===== config.mk =====
export PLATFORM = sky130hd
export DESIGN_NAME = gpio_intr_arb
export DESIGN_NICKNAME = d
export VERILOG_FILES = /design/src/rtl/gpio_intr_arb.sv
export SDC_FILE = /design/constraint.sdc
export NUM_CORES = 1
export LEC_CHECK = 0
export BUFFER_PORTS_ARGS = -buffer_cell sky130_fd_sc_hd__buf_2
export CORE_MARGIN = 4
export CORE_UTILIZATION = 51
export DETAILED_ROUTE_END_ITERATION = 8
export PLACE_DENSITY = 0.91
export SLEW_MARGIN = 10
export SYNTH_ARGS = -nofsm -noshare
export SYNTH_HDL_FRONTEND = slang
export SYNTH_SLANG_ARGS = --single-unit

===== constraint.sdc =====
create_clock -name mclk -period 4.4 [get_ports mclk]
set_input_delay 0.22 -clock mclk [delete_from_list [all_inputs] [get_ports mclk]]
set_output_delay 0.22 -clock mclk [all_outputs]
set_load 0.02 [all_outputs]

===== src/rtl/gpio_intr_arb.sv =====
// rtl/gpio_intr_arb.sv - GPIO interrupt edge capture, fixed-priority arbiter and req/ack front end
module gpio_intr_arb #(
  parameter int unsigned NSRC    = 32,
  parameter int unsigned IDW     = 5,
  parameter int unsigned HOLDOFF = 4
) (
  input  logic            mclk,
  input  logic            h_reset,
  input  logic [NSRC-1:0] gpio_intr,
  input  logic [NSRC-1:0] cfg_src_en,
  input  logic            cfg_prio_hi,
  input  logic [NSRC-1:0] pend_clr,
  output logic            irq_req,
  output logic [IDW-1:0]  irq_id,
  input  logic            irq_ack,
  output logic [NSRC-1:0] pend_status,
  output logic [NSRC-1:0] ovr_status
);

  typedef enum logic [1:0] {
    S_IDLE = 2'd0,
    S_REQ  = 2'd1,
    S_HOLD = 2'd2
  } state_t;

  // Counter reload value; HOLDOFF=0 never enters HOLD so the value is unused then.
  localparam int unsigned HOLD_LOAD = (HOLDOFF > 0) ? HOLDOFF - 1 : 0;

  state_t            state_q, state_d;
  logic [NSRC-1:0]   intr_d1_q;
  logic [NSRC-1:0]   pend_q, pend_d;
  logic [NSRC-1:0]   ovr_q, ovr_d;
  logic [IDW-1:0]    irq_id_q, irq_id_d;
  logic              irq_req_q, irq_req_d;
  logic [7:0]        cnt_q, cnt_d;

  logic [NSRC-1:0]   edge_v;
  logic              ack_hit;
  logic [NSRC-1:0]   ack_mask;
  logic [NSRC-1:0]   cand_all;
  logic [NSRC-1:0]   cand_ack;

  // Fixed-priority encoder: hi=1 picks the highest set index, hi=0 the lowest.
  function automatic logic [IDW-1:0] pick(input logic [NSRC-1:0] v, input logic hi);
    logic [IDW-1:0] r;
    r = '0;
    if (hi) begin
      for (int i = 0; i < NSRC; i++) begin
        if (v[i]) r = IDW'(i);
      end
    end else begin
      for (int i = NSRC - 1; i >= 0; i--) begin
        if (v[i]) r = IDW'(i);
      end
    end
    return r;
  endfunction

  // Edge detect, ack clear mask and arbitration candidate sets.
  always_comb begin
    edge_v   = gpio_intr & ~intr_d1_q & cfg_src_en;
    ack_hit  = (state_q == S_REQ) && irq_ack;
    ack_mask = ack_hit ? ({{(NSRC-1){1'b0}}, 1'b1} << irq_id_q) : '0;
    cand_all = pend_q & cfg_src_en;
    cand_ack = pend_q & ~ack_mask & cfg_src_en;
  end

  // Pending and sticky overrun update; a fresh edge beats both SW clear and ack clear.
  always_comb begin
    pend_d = (pend_q & ~pend_clr & ~ack_mask) | edge_v;
    ovr_d  = (ovr_q & ~(pend_clr & ~edge_v))
           | (edge_v & pend_q & ~pend_clr & ~ack_mask);
  end

  // Handshake FSM: IDLE arbitrates, REQ waits for ack or withdraw, HOLD enforces the gap.
  always_comb begin
    state_d  = state_q;
    irq_id_d = irq_id_q;
    cnt_d    = cnt_q;
    unique case (state_q)
      S_IDLE: begin
        if (|cand_all) begin
          irq_id_d = pick(cand_all, cfg_prio_hi);
          state_d  = S_REQ;
        end
      end
      S_REQ: begin
        if (irq_ack) begin
          if (HOLDOFF == 0) begin
            // No gap wanted: hand the next winner straight over.
            if (|cand_ack) begin
              irq_id_d = pick(cand_ack, cfg_prio_hi);
              state_d  = S_REQ;
            end else begin
              state_d = S_IDLE;
            end
          end else begin
            cnt_d   = 8'(HOLD_LOAD);
            state_d = S_HOLD;
          end
        end else if (pend_clr[irq_id_q]) begin
          state_d = S_IDLE;
        end
      end
      S_HOLD: begin
        if (cnt_q == 8'd0) begin
          // Last quiet cycle: re-arbitrate here so the gap is exactly HOLDOFF cycles.
          if (|cand_all) begin
            irq_id_d = pick(cand_all, cfg_prio_hi);
            state_d  = S_REQ;
          end else begin
            state_d = S_IDLE;
          end
        end else begin
          cnt_d = cnt_q - 8'd1;
        end
      end
      default: state_d = S_IDLE;
    endcase
    irq_req_d = (state_d == S_REQ);
  end

  // State, status and output registers.
  always_ff @(posedge mclk or posedge h_reset) begin
    if (h_reset) begin
      state_q   <= S_IDLE;
      intr_d1_q <= '0;
      pend_q    <= '0;
      ovr_q     <= '0;
      irq_id_q  <= '0;
      irq_req_q <= 1'b0;
      cnt_q     <= 8'd0;
    end else begin
      state_q   <= state_d;
      intr_d1_q <= gpio_intr;
      pend_q    <= pend_d;
      ovr_q     <= ovr_d;
      irq_id_q  <= irq_id_d;
      irq_req_q <= irq_req_d;
      cnt_q     <= cnt_d;
    end
  end

  assign irq_req     = irq_req_q;
  assign irq_id      = irq_id_q;
  assign pend_status = pend_q;
  assign ovr_status  = ovr_q;

endmodule


After elaboration in Yosys (flattened, before gate mapping) --
Index checks and enable logic that the tools add are counted. Widths: inputs -> output; s select.
Operators by class: shift-type cells 1, mux-type cells 79, order comparisons 1, reduce and logical (&&, ||, !) cells 8, divide/modulo/power cells 0, $add $sub $neg 1, bitwise gates (word level) 17, multiply operators 0, equality and inequality tests 6
Operator list (count):
- $mux 5 | 65
- $and 32x32->32 | 10
- $not 32->32 | 5
- $or 32x32->32 | 2
- $mux 32 | 1
- $reduce_or 32->1 | 1
- $shl 1x5->32 const A | 1
- $mux 8 | 2
- $pmux 8 s2 | 1
- $pmux 5 s2 | 1
- $logic_not 8->1 | 1
- $mux 2 | 4
- $sub 8x1->8 const B | 1
- $lt 5x6->1 const B | 1
- $ne 2x2->1 const B | 3
- $pmux 2 s3 | 1
- $bmux 1 s5 | 1
- $eq 2x1->1 const B | 2
- $reduce_bool 2->1 | 2
- $mux 1 | 3
- $reduce_and 3->1 | 1
- $eq 2x2->1 const B | 1
- $logic_not 2->1 | 1
- $reduce_and 2->1 | 1
- $logic_and 1x1->1 | 1
Storage, ports and cells: flip-flop bits (word level) 112, memories 0, input bits 100, bits in writable memories 0, latch bits 0, logic and storage cells 120, memory bits (read-only) 0

Depth between registers and ports, before layout --
Gate-level depths: netlist (run 1).
depth in word-level cells 37, mapped depth 8

Least setup slack after synthesis (run 1) --
OpenSTA, ideal clock, no wires.
kind reg2reg, start register irq_id_q[0] (netlist: irq_id[0]), end register irq_req_q (netlist: irq_req), arrival time 2.231 ns, setup time 0.110 ns, clock period less this slack 2.342 ns, required time 4.290 ns, slack 2.058 ns, cell stages (with the launch flop) 7, path through dfrtp_1 > buf_2 > buf_6 > mux4_2 > mux4_2 > mux2_2 > o41ai_1
On the way: cells in the longest elaborated chain, start to end 6
RTL lines:
- from (decl) | RTL line 33 | logic [IDW-1:0] irq_id_q, irq_id_d;
- from (signal assigned) | RTL line 138 | irq_id_q <= irq_id_d;
- $bmux 1 s5 | RTL line 101 | end else if (pend_clr[irq_id_q]) begin
- $mux 1 (implied by the code) | RTL line 101
- $mux 2 | RTL line 101
- $mux 2 | RTL line 88 | if (irq_ack) begin
- $pmux 2 s3 | RTL line 80 | unique case (state_q)
- $eq 2x1->1 | RTL line 120 | irq_req_d = (state_d == S_REQ);
- net irq_req_d | RTL line 34 | logic irq_req_q, irq_req_d;
- to (signal assigned) | RTL line 139 | irq_req_q <= irq_req_d;
- to (decl) | RTL line 34
The timed path passes the listed nets, and every way through them passes these cells. The select of a mux whose other input is x is not followed. A chain may end at the register's enable or synchronous reset.

Worst setup path in the final report (run 1) --
start register irq_id_q[0] (netlist: irq_id[0]), end register state_q[0]
On the way: cells in the longest elaborated chain, start to end 5
RTL lines:
- $bmux 1 s5 | RTL line 101
- $mux 1 (implied by the code) | RTL line 101
- $mux 2 | RTL line 101
- $mux 2 | RTL line 88
- $pmux 2 s3 | RTL line 80
- net state_d[0] | RTL line 29 | state_t state_q, state_d;
- to (signal assigned) | RTL line 134 | state_q <= state_d;
- to (decl) | RTL line 29
The timed path passes the listed nets, and every way through them passes these cells. The select of a mux whose other input is x is not followed.

==> results of run 1 <==
cell usage in the layout (no fill, tap or decap), drive strengths merged, types with 7 or more instances in the layout:
cell,synthesis,layout
buf,2,170
dfrtp,112,112
o21ai,67,67
nor2,64,64
nand2,55,55
inv,35,35
dlygate4sd3,0,33
nand3b,26,26
o22ai,25,25
a21oi,15,15
a31oi,13,13
clkbuf,5,11
a22oi,10,10
nand3,10,10
mux4,10,10
and2,8,8
a22o,8,8
o211ai,7,7
cell families (layout without fill, tap and decap cells):
group           Yosys count  count (layout)  synth area share (%)
buf+inv                  42             254                  3.06
flops                   112             112                  51.6
mux                      11              11                  4.35
fa+ha+maj                 1               1                 0.230
simple gates            200             200                  18.3
compound gates          183             183                  21.6
xor+xnor                  6               6                 0.967
flip-flops by register name (all words and copies together) (netlist names):
register     count
pend_status     32
irq_id           5
state_q          2
irq_req          1
intr_d1_q       32
ovr_status      32
cnt_q            8
cell usage after synthesis (2+ instances only):
cell	instances
dfrtp_1	112
o21ai_0	66
nor2_1	64
nand2_1	55
inv_1	35
nand3b_1	26
o22ai_1	25
a21oi_1	15
a31oi_1	13
a22oi_1	10
mux4_2	10
nand3_1	10
a22o_1	8
and2_1	8
o211ai_1	7
a21o_1	6
and3b_1	6
clkbuf_1	5
nand4_1	5
nor3_1	5
or2_2	5
a32o_1	4
nand2b_1	4
nor2b_1	4
o2111ai_1	4
o21bai_1	4
a221oi_1	3
nor4_1	3
o21a_1	3
o41ai_1	3
xnor2_1	3
xor2_1	3
a32oi_1	2
cell type report:
cell class / instances / area (um^2)
Clock inverter: 5 / 57.6
Inverter: 35 / 134
Sequential cell: 112 / 2800
Fill cell: 814 / 3430
Timing Repair Buffer: 203 / 1180
Tap cell: 136 / 170
Clock buffer: 11 / 131
Multi-Input combinational cell: 401 / 2460
worst paths after layout:
path                                         startpoint                       end  slack (ns)  cells past startpoint
min in group asynchronous                       h_reset  ovr_status[20]$_DFF_PP0_        0.49                      3
max in group asynchronous                       h_reset    intr_d1_q[3]$_DFF_PP0_        2.78                      4
worst max-delay path              irq_id[0]$_DFFE_PP0P_      state_q[0]$_DFF_PP0_        1.79                      4
worst min-delay path                        pend_clr[3]  pend_status[3]$_DFF_PP0_        0.03                      2
worst max register to register    irq_id[0]$_DFFE_PP0P_      state_q[0]$_DFF_PP0_        1.79                      4
worst min register to register  ovr_status[3]$_DFF_PP0_   ovr_status[3]$_DFF_PP0_        0.53                      2
worst reg2reg max path: cells and delay by family (launching register included):
family | cells | cell delay [ns]
compound gates | 1 | 0.30
mux | 3 | 1.37
flops | 1 | 0.83
through the flow:
stage / utilization [%] / std cells / hold slack (ns) / setup slack (ns)
after floorplan: - / 555 / 0.251 / 1.22
after global placement: 62.0 / 854 / 0.340 / 1.96
after detailed placement: 62.0 / 854 / 0.341 / 1.80
after CTS: 67.0 / 903 / 0.0138 / 1.77
after global routing: 67.0 / 903 / 0.0187 / 1.61
final: 67.0 / 903 / 0.0333 / 1.79
power by group:
group          internal, mW  total, mW  leakage, nW  switching [mW]
combinational         0.389      0.894         1.73           0.505
clock                 0.264      0.622       0.0973           0.357
sequential             1.14       1.31         1.43           0.175
metal layers:
metal  vias up  part of all wire (%)  GRT usage, %
li1       2455                     -             -
met1      2577                    40          38.3
met2       301                    48          45.6
met3        52                   8.9          7.10
met4         0                   2.8          10.2
met5         -                     0             0
==> run metrics, run 1 <==
Final ANT Viol Nets 0; area delta synth->final 27.8%; DRT iter0 DRCs 600; Power per Cell Area 407 nW/um^2; fraction of registers with async set/reset 100%; full die area about 12000 um^2; synthesis warning total 0; Tot Pwr roughly 2.8 mW; post-CTS setup buffers 0; drt via density between 5 and 6; DR pass1 iterations 6; Final nets between 800 and 900; layout cells sized above 1 26.6%; measured slew at the worst slew-check pin between 0.7 and 0.8 ns; Rel. slew slack around half; cts hold-fix bufs 33; final setup vio count 0; CTS Buf Count 9; Critical Path AT approximately 2.9 ns; Placed Area 6420 um^2; Post-Synthesis Net Count 656; worst path required time about 4.7 ns; Mapped Area roughly 5400 um^2; Max Root-Sink Buffers 2; setup TNS 0 ns; VDD IR-drop max around 260 uV; EDFF count, synth 0; Die W around 110 um; family with the most delay on the worst path multiplexers; cell taking the most area after synthesis dfrtp_1; largest net degree at the start of global routing slightly above 60; Port Buffers ~170; Worst setup SP type register; critical path's slowest cell dfrtp_1; Max Fanout on Critical Path 15; Antenna Cells 0; Syn Area/Cell ~9.8 um^2; initial antenna violation count 0; via count 5385; HP Class in2reg; Synth top area share between 50% and 60%; chip height roughly 110 um; Final HPWL DP ~13000 um; I/O Pins 170; CP Class reg2reg; first-pass GRT wire length 28300 um; flops & latches, synth ~110; Most used DFF post-synth dfrtp_1; Synth area leaders dfrtp_1, o21ai_0, nor2_1, mux4_2, nand2_1; CP peak stage delay about 0.83 ns; Setup Skew 0.0165 ns; post-route cell area 6940 um^2; endpoint class of the critical path register; Starting Density a little over half; critical-path cell list mux4_2 -> mux4_2 -> mux2_2 -> o41ai_1; Avg WL per Cell a little under 20 um; H-tree Lvls 3; Num Clock Sinks about 110; vias in the first global route ~5500; Slew Viols, Final 0; Rows 37; root buffer cell clkbuf_8; Mapped Cells 555; CTS tree yes; post_cts resized 0; Final Hold Fails 0; Overall Global Routing Usage between 20% and 30%; Fmax achieved 0.382 GHz; register area share after synthesis 51.6%; unrepaired setup endpoints after global routing no; Worst-Skew Late Latency 0.40 ns; outcome finished, final reports clean; Leak Pwr approximately 3.3 nW; Placer Congestion 0.961; Core Area between 10000 and 15000 um^2; Netlist cell types between 50 and 60; DRC 0; Critical path buffers and inverters 0; Most Frequent Cell on Critical Path mux4_2; Routed WL roughly 18000 um; fin crit period between 2 and 3 ns; Tcrit/Tclk final between 50% and 60%; clk slew on worst S/H paths about 0.11 ns; Max Cap Violations 0; total gr overflow 0
Power figures use the tool's default switching activity.
==> inputs of run 2 (changes only) <==
--- a/config.mk
+++ b/config.mk
@@ -5,11 +5,12 @@
 export SDC_FILE = /design/constraint.sdc
 export NUM_CORES = 1
 export LEC_CHECK = 0
+export ABC_AREA = 1
 export BUFFER_PORTS_ARGS = -buffer_cell sky130_fd_sc_hd__buf_2
 export CORE_MARGIN = 4
-export CORE_UTILIZATION = 51
+export CORE_UTILIZATION = 47
 export DETAILED_ROUTE_END_ITERATION = 8
-export PLACE_DENSITY = 0.91
+export PLACE_DENSITY = 0.88
 export SLEW_MARGIN = 10
 export SYNTH_ARGS = -nofsm -noshare
 export SYNTH_HDL_FRONTEND = slang
==> constraint.sdc (replaced) <==
create_clock -name mclk -period 2.34 [get_ports mclk]
set_input_delay 0.117 -clock mclk [delete_from_list [all_inputs] [get_ports mclk]]
set_output_delay 0.117 -clock mclk [all_outputs]
set_load 0.02 [all_outputs]
==> run metrics, run 2 <==
count leader, synth nand2_1; Tcrit/Tclk final around 100%; HP Class in2reg; chip height ~120 um; DRT iter0 DRCs 459; Worst-Skew Late Latency around 0.35 ns; Filler cells just under 1000; synthesis warning total 0; worst path required time ~2.6 ns; Reg2Reg Depth 36; VDD IR-drop max approximately 560 uV; HP Start cfg_src_en[11]; Avg WL per Cell 15.8 um; DR pass1 iterations 5; Mapped Area 5490 um^2; Placer Congestion between 0.9 and 1; DRC 0; first-pass GRT wire length about 27000 um; Port Buffers 169; CTS Buf Count 9; Most used DFF post-synth dfrtp_1; root buffer cell clkbuf_16; Die W 116 um; placed insts 1009; hold slack between 0.05 and 0.06 ns; I/O Pins 170; post-route insts no fill approximately 1100; EDFF count, synth 0; Most Frequent Cell on Critical Path nand2_1; CTS tree yes; CP Class reg2reg; via count roughly 5600; clk slew on worst S/H paths roughly 0.070 ns; initial antenna violation count 0; Min-Delay Endpoint pend_status[11]$_DFF_PP0_; Synth top area share between 50% and 60%; Slew Viols, Final 0; critical path's slowest cell dfrtp_1; Leak Pwr around 3.8 nW; final setup vio count 0; most frequent cells in the layout nand2_1, buf_2, dfrtp_1; Antenna Cells 0; Fmax achieved roughly 0.43 GHz; Routed WL between 15000 and 20000 um; total gr overflow 0; CP peak stage delay 0.41 ns; layout cells sized above 1 approximately 25%; reg-to-reg endpoint irq_id[0]$_DFFE_PP0P_; Max Root-Sink Buffers 2; Netlist cell types 30; endpoint class of the critical path register; vias in the first global route roughly 5500; area delta synth->final 31.5%; Synth top cells by count nand2_1, dfrtp_1, inv_1; Max Cap Violations 0; cell taking the most area after synthesis dfrtp_1; Mapped Cells 698; Final nets roughly 1000; Setup Skew 0.00656 ns; Rel. slew slack between 40% and 50%; Worst Hold Depth 3; Starting Density roughly half; full die area ~13000 um^2; Synth area leaders dfrtp_1, nand2_1, a21oi_1, inv_1, o21ai_0; Overall Global Routing Usage around 26%; measured slew at the worst slew-check pin roughly 0.84 ns; Critical Path AT ~2.6 ns; Power per Cell Area around 620 nW/um^2; flops & latches, synth approximately 110; Num Clock Sinks approximately 110; largest net degree at the start of global routing about 110; commonest non-fill, non-tap cell in the layout nand2_1; R2R Setup Slk between 0.015 and 0.02 ns; Final ANT Viol Nets 0; register area share after synthesis about half; fin crit period between 2 and 2.5 ns; unrepaired setup endpoints after global routing yes; Core Area approximately 11000 um^2; Syn Area/Cell just under 8 um^2; Rows 39; drt via density roughly 5.3; Post-Synthesis Net Count between 700 and 800; Final Hold Fails 0; worst r2r src pend_status[1]$_DFF_PP0_; outcome finished, final reports clean; H-tree Lvls 3; Worst setup SP type register; Max Fanout on Critical Path 3; Final HPWL DP approximately 13000 um; fraction of registers with async set/reset 100%
-- run 2: cell types whose count changed in the layout (fill, tap and decap cells not counted), moves of 10 or more --
cell	before	now
nand3_1	10	36
nand3b_1	26	0
nand2_2	0	21
inv_1	34	87
nand2_1	55	179
o21ai_0	66	45
a22oi_1	10	0
a31oi_1	13	2
a21oi_1	15	82
nor3_1	5	18
mux4_2	10	0
o22ai_1	25	7
nand2_4	0	10
-- run 2: power by group --
part	internal, mW	switching [mW]
clock	0.990	0.668
sequential	2.01	0.0670
combinational	0.273	0.432
total	3.28	1.17
-- run 2: stage by stage --
stage | setup slack (ns) | power, mW | TNS, ns | cell area [um^2] | util, %
after floorplan | 0.197 | 2.50 | 0 | 5490 | -
after global placement | 0.130 | 2.75 | 0 | 6550 | 57.4
after detailed placement | 0.103 | 2.77 | 0 | 6550 | 57.4
after CTS | 0.0247 | 4.47 | 0 | 7210 | 63.2
after global routing | -0.317 | 4.67 | -0.317 | 7220 | 63.2
final | 0.0185 | 4.44 | 0 | 7220 | 63.2
-- run 2: worst max path at each step --
stage	slack [ns]	end	from	depth (start not counted)
after floorplan	0.20	irq_id[0]$_DFFE_PP0P_	pend_status[1]$_DFF_PP0_	36
after global placement	0.13	irq_id[0]$_DFFE_PP0P_	pend_status[1]$_DFF_PP0_	36
after detailed placement	0.10	irq_id[0]$_DFFE_PP0P_	pend_status[30]$_DFF_PP0_	35
after CTS	0.02	irq_id[0]$_DFFE_PP0P_	pend_status[1]$_DFF_PP0_	36
after global routing	-0.32	irq_id[0]$_DFFE_PP0P_	pend_status[1]$_DFF_PP0_	36
final	0.02	irq_id[0]$_DFFE_PP0P_	pend_status[1]$_DFF_PP0_	36
-- run 2: cell families after synthesis --
| kind of cell | share of synthesized area [%] |
|---|---|
| and+or+nand+nor | 26.1 |
| buffers and inverters | 6.86 |
| DFF | 51.0 |
| AOI/OAI and AO/OA | 15.7 |
| adders and majority gates | 0.228 |
-- run 2: layout make-up --
class,instances,area [um^2],area share (%)
clock inverter,3,65.1,0.901
multi-input combinational,487,2310,32.0
tap,143,179,2.48
inverter,92,354,4.90
sequential,112,2800,38.8
timing repair buffer,210,1250,17.3
clock buffer,12,256,3.55
-- run 2: routing by layer --
layer / GRT usage (%) / routed length, um / part of all wire (%) / vias to the layer above
met5: 0 / 0 / 0 / -
met4: 10.1 / 542 / 3.2 / 0
met3: 6.42 / 1370 / 8.2 / 46
met2: 42.2 / 8040 / 48 / 252
met1: 32.8 / 6770 / 41 / 2634
li1: - / - / - / 2707
-- run 2: critical path: cells and delay by family (launching register included) --
kind | cells | cell delay, ns
AND/OR/NAND/NOR | 35 | 1.76
flip-flops | 1 | 0.41
buffers and inverters | 1 | 0.04
-- run 2: what timing repair did --
item / 4_1_cts / 5_1_grt
endpoints found under the setup margin: 0 / 1
gates resized for setup: 0 / 1
setup buffers: 0 / 1
hold buffers: 34 / 0
hold endpoints to repair: 146 / 0
